===== config.mk =====
export PLATFORM = sky130hd
export DESIGN_NAME = c5_bus_arbiter
export DESIGN_NICKNAME = d
export VERILOG_FILES = /design/src/rtl/c5_bus_arbiter.sv
export SDC_FILE = /design/constraint.sdc
export NUM_CORES = 1
export LEC_CHECK = 0
export ABC_AREA = 1
export CAP_MARGIN = 20
export CORE_AREA = 2 2 133 135
export CTS_CLUSTER_DIAMETER = 150
export CTS_CLUSTER_SIZE = 24
export DETAILED_ROUTE_END_ITERATION = 12
export DIE_AREA = 0 0 135 137
export GPL_TIMING_DRIVEN = 0
export PLACE_DENSITY = 0.62
export SLEW_MARGIN = 25
export SYNTH_ARGS = -nofsm -noshare
export SYNTH_HDL_FRONTEND = slang
export SYNTH_SLANG_ARGS = --single-unit

===== constraint.sdc =====
create_clock -name I_clk -period 2.2 [get_ports I_clk]
set_input_delay 0.44 -clock I_clk [delete_from_list [all_inputs] [get_ports I_clk]]
set_output_delay 0.44 -clock I_clk [all_outputs]
set_load 0.01 [all_outputs]

===== src/rtl/c5_bus_arbiter.sv =====
// c5_bus_arbiter: round-robin owner of the external pipelined Wishbone port
//   I_clk, I_rst                 clock, synchronous active-low reset
//   I_m_cyc/stb/we/adr/dat       per-master requests (adr/dat packed by index)
//   O_m_stall/ack/err, O_m_dat   per-master responses, read data broadcast
//   O_gnt                        one-hot owner, 0 when none
//   O_cyc/stb/we/adr/dat         muxed request to slave
//   I_stall/ack/dat              slave response
module c5_bus_arbiter #(
  parameter int NUM_M = 3,
  parameter int AW = 32,
  parameter int DW = 32,
  parameter int TIMEOUT = 255
) (
  input  logic                I_clk,
  input  logic                I_rst,
  input  logic [NUM_M-1:0]    I_m_cyc,
  input  logic [NUM_M-1:0]    I_m_stb,
  input  logic [NUM_M-1:0]    I_m_we,
  input  logic [NUM_M*AW-1:0] I_m_adr,
  input  logic [NUM_M*DW-1:0] I_m_dat,
  output logic [NUM_M-1:0]    O_m_stall,
  output logic [NUM_M-1:0]    O_m_ack,
  output logic [NUM_M-1:0]    O_m_err,
  output logic [DW-1:0]       O_m_dat,
  output logic [NUM_M-1:0]    O_gnt,
  output logic                O_cyc,
  output logic                O_stb,
  output logic                O_we,
  output logic [AW-1:0]       O_adr,
  output logic [DW-1:0]       O_dat,
  input  logic                I_stall,
  input  logic                I_ack,
  input  logic [DW-1:0]       I_dat
);
  localparam int IW = $clog2(NUM_M);
  localparam int CW = $clog2(TIMEOUT + 1);
  typedef enum logic [1:0] {IDLE, OWN, ABORT} state_t;
  state_t state, state_nx;
  logic [IW-1:0] owner, owner_nx, ptr, ptr_nx, win, j;
  logic [CW-1:0] cnt, cnt_nx;
  logic [NUM_M-1:0] onehot;
  logic found, own, arb, timeout;
  always_ff @(posedge I_clk) begin
    if (!I_rst) begin
      state <= IDLE;
      owner <= '0;
      ptr <= IW'(NUM_M - 1);
      cnt <= '0;
    end else begin
      state <= state_nx;
      owner <= owner_nx;
      ptr <= ptr_nx;
      cnt <= cnt_nx;
    end
  end
  // descending scan so the nearest requester after ptr is written last
  always_comb begin
    win = '0;
    j = '0;
    found = 1'b0;
    for (int k = NUM_M; k >= 1; k--) begin
      j = IW'((int'(ptr) + k) % NUM_M);
      if (I_m_cyc[j]) begin
        win = j;
        found = 1'b1;
      end
    end
  end
  // the Nth consecutive unacked cycle (counter at TIMEOUT-1) triggers the abort
  always_comb begin
    own = state == OWN;
    arb = state == IDLE || (own && !I_m_cyc[owner]);
    timeout = own && I_m_cyc[owner] && !I_ack && cnt == CW'(TIMEOUT - 1);
    state_nx = state;
    owner_nx = owner;
    ptr_nx = ptr;
    cnt_nx = cnt;
    if (state == ABORT) begin
      state_nx = IDLE;
    end else if (arb) begin
      state_nx = found ? OWN : IDLE;
      owner_nx = found ? win : owner;
      ptr_nx = found ? win : ptr;
      cnt_nx = found ? '0 : cnt;
    end else if (timeout) begin
      state_nx = ABORT;
      cnt_nx = '0;
    end else if (own) begin
      cnt_nx = I_ack ? '0 : cnt + 1'b1;
    end
  end
  always_comb begin
    onehot = NUM_M'(1) << owner;
    O_gnt = own ? onehot : '0;
    O_cyc = own & I_m_cyc[owner];
    O_stb = own & I_m_stb[owner];
    O_we = own & I_m_we[owner];
    O_adr = own ? I_m_adr[owner*AW +: AW] : '0;
    O_dat = own ? I_m_dat[owner*DW +: DW] : '0;
    O_m_stall = own ? (~onehot | ({NUM_M{I_stall}} & onehot)) : '1;
    O_m_ack = {NUM_M{own & I_ack}} & onehot;
    O_m_err = {NUM_M{state == ABORT}} & onehot;
    O_m_dat = I_dat;
  end
endmodule


# [After elaboration in Yosys (flattened, before gate mapping)]
# Cells that the tools add are included.
[op_classes] n_eq_ne=4 order_cmp=4 muxes=30 div=3 n_reduce_logical=13 multipliers=0 bitwise=11 addsub=4 n_shift=3
[op_table] cell="$shiftx A96 B8 Y32" count=2
[op_table] cell="$mod A32 B3 Y32 const B" count=3
[op_table] cell="$mux W32" count=2
[op_table] cell="$mux W8" count=5
[op_table] cell="$bmux W1 S2" count=6
[op_table] cell="$lt A2 B3 Y1 const B" count=4
[op_table] cell="$mux W1" count=10
[op_table] cell="$mux W2" count=5
[op_table] cell="$and A3 B3 Y3" count=3
[op_table] cell="$add A8 B1 Y8 const B" count=1
[op_table] cell="$eq A8 B8 Y1 const B" count=1
[op_table] cell="$add A2 B2 Y3 const B" count=2
[op_table] cell="$mux W3" count=2
[op_table] cell="$reduce_and A3 Y1" count=2
[op_table] cell="$and A1 B1 Y1" count=4
[op_table] cell="$logic_and A1 B1 Y1" count=4
[op_table] cell="$add A2 B1 Y3 const B" count=1
[op_table] cell="$not A3 Y3" count=1
[op_table] cell="$or A3 B3 Y3" count=1
[op_table] cell="$reduce_bool A3 Y1" count=1
[op_table] cell="$shl A1 B2 Y3 const A" count=1
[op_table] cell="$eq A2 B1 Y1 const B" count=1
[op_table] cell="$eq A2 B2 Y1 const B" count=1
[op_table] cell="$logic_not A1 Y1" count=2
[op_table] cell="other kinds (6)" count=7
[word_totals] output_inout_bits=111 romBits=0 latch_bits=0 ff_bits=14 memories=0 elab_cells=76 ram_bits=0

# [Depth between registers and ports, before layout]
[logic_depth] word_depth=9 depth_mapped=13 mapped_depth_nobuf=13

# [Worst setup path before layout]
# OpenSTA, ideal clock, no wires.
[synth_path] kind="reg-to-reg" start="register owner[0]" end="register cnt[5]" stages_incl_launch_ff=13 setup_ns=0.110 slack_ns=0.466 synth_period_minus_slack_ns=1.734 t_arrival_ns=1.624 cell_sequence="dfxtp_1 > inv_1 > ha_1 > inv_2 > nand2_1 > nand3b_1 > nand2_1 > nand2_2 > nand2_2 > nand2_4 > nand2_1 > nand2_1 > nor2_2"
[synth_between] elab_chain_cells=7 word_cells_on_any_way=13
[synth_rtl] element="start, declared" line_no="39" rtl="logic [IW-1:0] owner, owner_nx, ptr, ptr_nx, win, j;"
[synth_rtl] element="start signal, assigned" line_no="51" rtl="owner <= owner_nx;"
[synth_rtl] element="$bmux W1 S2 (*)" line_no="72, 73"
[synth_rtl] element="$mux W1 (implied by the code) (*)" line_no="72, 73"
[synth_rtl] element="$logic_not A1 Y1 / $logic_and A1 B1 Y1 (equally long branches)" line_no="72, 73"
[synth_rtl] element="$logic_and A1 B1 Y1 (on tied branches)" line_no="72, 73"
[synth_rtl] element="$logic_or A1 B1 Y1 / $logic_and A1 B1 Y1 (equally long branches)" line_no="72, 73"
[synth_rtl] element="$ne A2 B2 Y1 (no source line), or another cell as far along"
[synth_rtl] element="$reduce_and A3 Y1 (no source line) / $mux W8 (equally long branches)"
[synth_rtl] element="end signal, assigned" line_no="53" rtl="cnt <= cnt_nx;"
[synth_rtl] element="end, declared" line_no="40" rtl="logic [CW-1:0] cnt, cnt_nx;"
# Every way passes the cells marked *; elsewhere a longest branch is shown, timed or not. The select of a mux whose other input is x is not followed.
# A chain may end at the register's enable or synchronous reset.

# [Worst setup path after layout]
[layout_path] start="register owner[0]" end="output O_dat[21]"
[layout_between] elab_chain_cells=2
[layout_rtl] element="$shiftx A96 B8 Y32" line_no="99" rtl="O_dat = own ? I_m_dat[owner*DW +: DW] : '0;"
[layout_rtl] element="$mux W32" line_no="99"
[layout_rtl] element="end, declared" line_no="30" rtl="output logic [DW-1:0] O_dat,"
# No other way between the ends.

==> impl_metrics.tcl <==
set metrics [dict create \
    ys_types 29 \
    final_cells 1127 \
    row_count 48 \
    path_cells "inv_4 -> nor2_4 -> buf_6 -> inv_2 -> nor2_4 -> buf_6 -> buf_4 -> nand2_2 -> nand3_2 -> buf_2" \
    coreArea_um2 17100 \
    crit_slowest_cell "dfxtp_4" \
    switching_share_pct 50.0 \
    holdWs_ns 0.499 \
    initial_core_util_pct 16.7 \
    synth_edf_count 0 \
    track_usage_pct 17.2 \
    setup_tns_ns 0 \
    syn_inst 552 \
    antenna_found_initial 0 \
    die_x_um 135 \
    synth_top_area_share_pct 32.8 \
    critical_path_class "flop to output pin" \
    ctsLongestPathBuffers 2 \
    wl_per_cell_um 15.7 \
    synthArstFlopShare_pct 0 \
    worst_pin_slew_ns 0.281 \
    cts.sinks 13 \
    drcViolationCount 0 \
    vias 4666 \
    cts.root.buffer_cell "clkbuf_16" \
    setup.worst_path.end_class "output pin" \
    slowest_delay_ns 0.39 \
    outcome "finished clean" \
    drive_above_1_share_pct 22.4 \
    clock_skew_ns 0.00193 \
    cts_hold_buf 0 \
    die_y_um 137 \
    gp_congestion 0.804 \
    reg2regPathDepth 12 \
    rr_startpoint "owner[0]" \
    synth_top_family_by_area "simple AND/OR/NAND/NOR gates" \
    maxCapViolCount 0 \
    irDropWorstVdd_mv 0.333 \
    dr.pass1.iters 5 \
    comb_power_share_pct 87.6 \
    dp.cells 1091 \
    fmax_ghz 0.465 \
    crit_fanout 6 \
    synthesis.area_um2 2840 \
    yosys.area_share.simple_pct 53.2 \
    cts_tree "yes" \
    synth_compound_area_share_pct 11.8 \
    io_pins 348 \
    nFillCells 1860 \
    period_share_pct 97.8 \
    synth.area.mux_share_pct 0 \
    synth_fa_ha_area_share_pct 2.64 \
    crit_arrival_ns 1.71 \
    postSynthRegisterBits 13 \
    cts_buffers 3 \
    dieArea_um2 18500 \
    synthesis.nets 795 \
    cp-start-kind "flop" \
    cpLargestDelayFamily "buffers and inverters" \
    hold_viol 0 \
    relSlewSlack_pct 81.3 \
    synthXorXnorAreaFrac_pct 0.617 \
    path_buf_inv 6 \
    r2r_slack_ns 0.35 \
    drv_slew 0 \
    regToRegEndpoint "cnt[5]" \
    yosys-top-cells-area "nand2_1 (33%), nand3_1 (10%), a22oi_1 (9.3%)" \
    hold_end "ptr[1]" \
    cts_htree_levels 1 \
    min_path_cells 2 \
    intPower_w 0.00289 \
    clkPwrFrac_pct 6.1 \
    p_switching_w 0.00289 \
    grt_pass1_vias 4304 \
    rsz0062_at_grt "yes" \
    syn_avg_cell_area_um2 5.15 \
    holdCritStartpoint "I_rst" \
    fin_crit_ns 2.15 \
    clock_latency_ns 0.25 \
    synth-main-ff-cell "dfxtp_1" \
    grt_max_degree 11 \
    min_path_type "input port to flop" \
    num_antenna_cells 0 \
    nets 1146 \
    finalSetupViolations 0 \
    yosysWarnings 0 \
    cp.required_ns 1.76 \
    drt-total-wl_um 17700 \
    io_buffers 314 \
    power.density_nw_per_um2 860 \
    finish.utilization_pct 39.3 \
    dpl.hpwl_um 14300 \
    power_leakage_nw 3.40 \
    synthToLayoutAreaGrowth_pct 136 \
    p_seq_share_pct 6.3 \
    yosysTopAreaCell "nand2_1" \
    vias_per_cell 4.14 \
    finalPower_w 0.00577 \
    clk_pin_slew_ns 0.05 \
    yosysSeqAreaShare_pct 9.16 \
    drtAntennaViolNets 0 \
    grt_pass1_wl_um 24600 \
    grt.overflow.total 0 \
    drt-initial-drc-count 194 \
]
## cells in the mapped netlist, types with 2 or more instances
cell,count
nand2_1,248
inv_1,64
nand3_1,57
a22oi_1,35
buf_4,34
nor2_1,22
buf_2,19
dfxtp_1,13
a21oi_1,8
ha_1,6
nor2_2,6
nand2_4,5
nand4_1,5
nor3_1,5
inv_2,4
nand2_2,4
clkbuf_1,3
o21ai_1,2
xor2_1,2
## cell type report
class | count | area [um2] | area share (%)
repair buffers | 347 | 3240 | 48.2
multi-input cells | 411 | 2070 | 30.8
plain buffers | 57 | 505 | 7.53
well taps | 225 | 282 | 4.19
flip-flops and latches | 13 | 272 | 4.05
inverters | 70 | 272 | 4.05
clock buffers | 4 | 78.8 | 1.17
## state kept, by name, summed over array words and instances, names as in the netlist
register,count
cnt,8
owner,2
state,2
ptr,1
## layer usage
metal	global-route usage [%]	up-vias	share of wire (%)
li1	-	2398	-
met1	21.4	2086	42
met2	30.9	168	49
met3	3.78	14	8.1
met4	2.60	0	0.94
met5	0	-	0
## kinds of logic (layout without fill, tap and decap cells)
family / count (synthesis) / after routing
simple gates: 355 / 355
fa+ha+maj: 6 / 6
buf+inv: 128 / 478
compound gates: 48 / 48
flops: 13 / 13
xor+xnor: 2 / 2
## cell usage in the layout (no fill, tap or decap), types with 4 or more instances in the layout
master / instances
buf_4: 57
buf_2: 27
buf_8: 5
ha_1: 6
a21oi_1: 8
dlymetal6s2s_1: 7
inv_1: 59
clkdlybuf4s50_1: 236
nand2_2: 6
nand2_4: 5
nand2_1: 246
nor2_4: 7
buf_6: 24
nor3_1: 5
nand4_1: 5
inv_2: 7
a22oi_2: 12
nand3_1: 51
nand3_2: 6
nor2_1: 20
dfxtp_1: 10
a22oi_1: 23
clkbuf_16: 4
clkdlybuf4s15_1: 4
dlygate4sd2_1: 12
clkbuf_2: 26
## per-stage QoR
stage,setup slack [ns],instance area (um2)
6_report,0.0478,6710
5_1_grt,-0.0806,6710
4_1_cts,-0.192,6670
3_5_place_dp,-0.550,6260
3_3_place_gp,-0.559,6260
2_1_floorplan,0.466,2840
## worst max-delay path by stage
| stage | from | endpoint | slack [ns] | cells past startpoint |
|---|---|---|---|---|
| 4_1_cts | owner[1] | O_dat[1] | -0.19 | 9 |
| 5_1_grt | owner[0] | O_we | -0.08 | 10 |
| 6_report | owner[0] | O_dat[21] | 0.05 | 10 |
| 3_5_place_dp | owner[0] | O_dat[26] | -0.55 | 8 |
| 3_3_place_gp | owner[0] | O_dat[26] | -0.56 | 8 |
| 2_1_floorplan | owner[0] | cnt[5] | 0.47 | 12 |
## power groups by stage
stage | registers (W) | clock network (W) | logic (W)
final | 0.000365 | 0.000352 | 0.00506
after global routing | 0.000371 | 0.000371 | 0.00551
after CTS | 0.000360 | 0.000360 | 0.00496
after detailed placement | 0.000344 | 0 | 0.00460
after global placement | 0.000341 | 0 | 0.00462
after floorplan | 0.000330 | 0 | 0.00233
## timing repair
action	in CTS	in global routing
pin swaps	6	9
setup buffers	25	7
gates cloned	1	1
gates resized for setup	212	110
endpoints found under the setup margin	77	66
(Power assumes the default switching activity.)
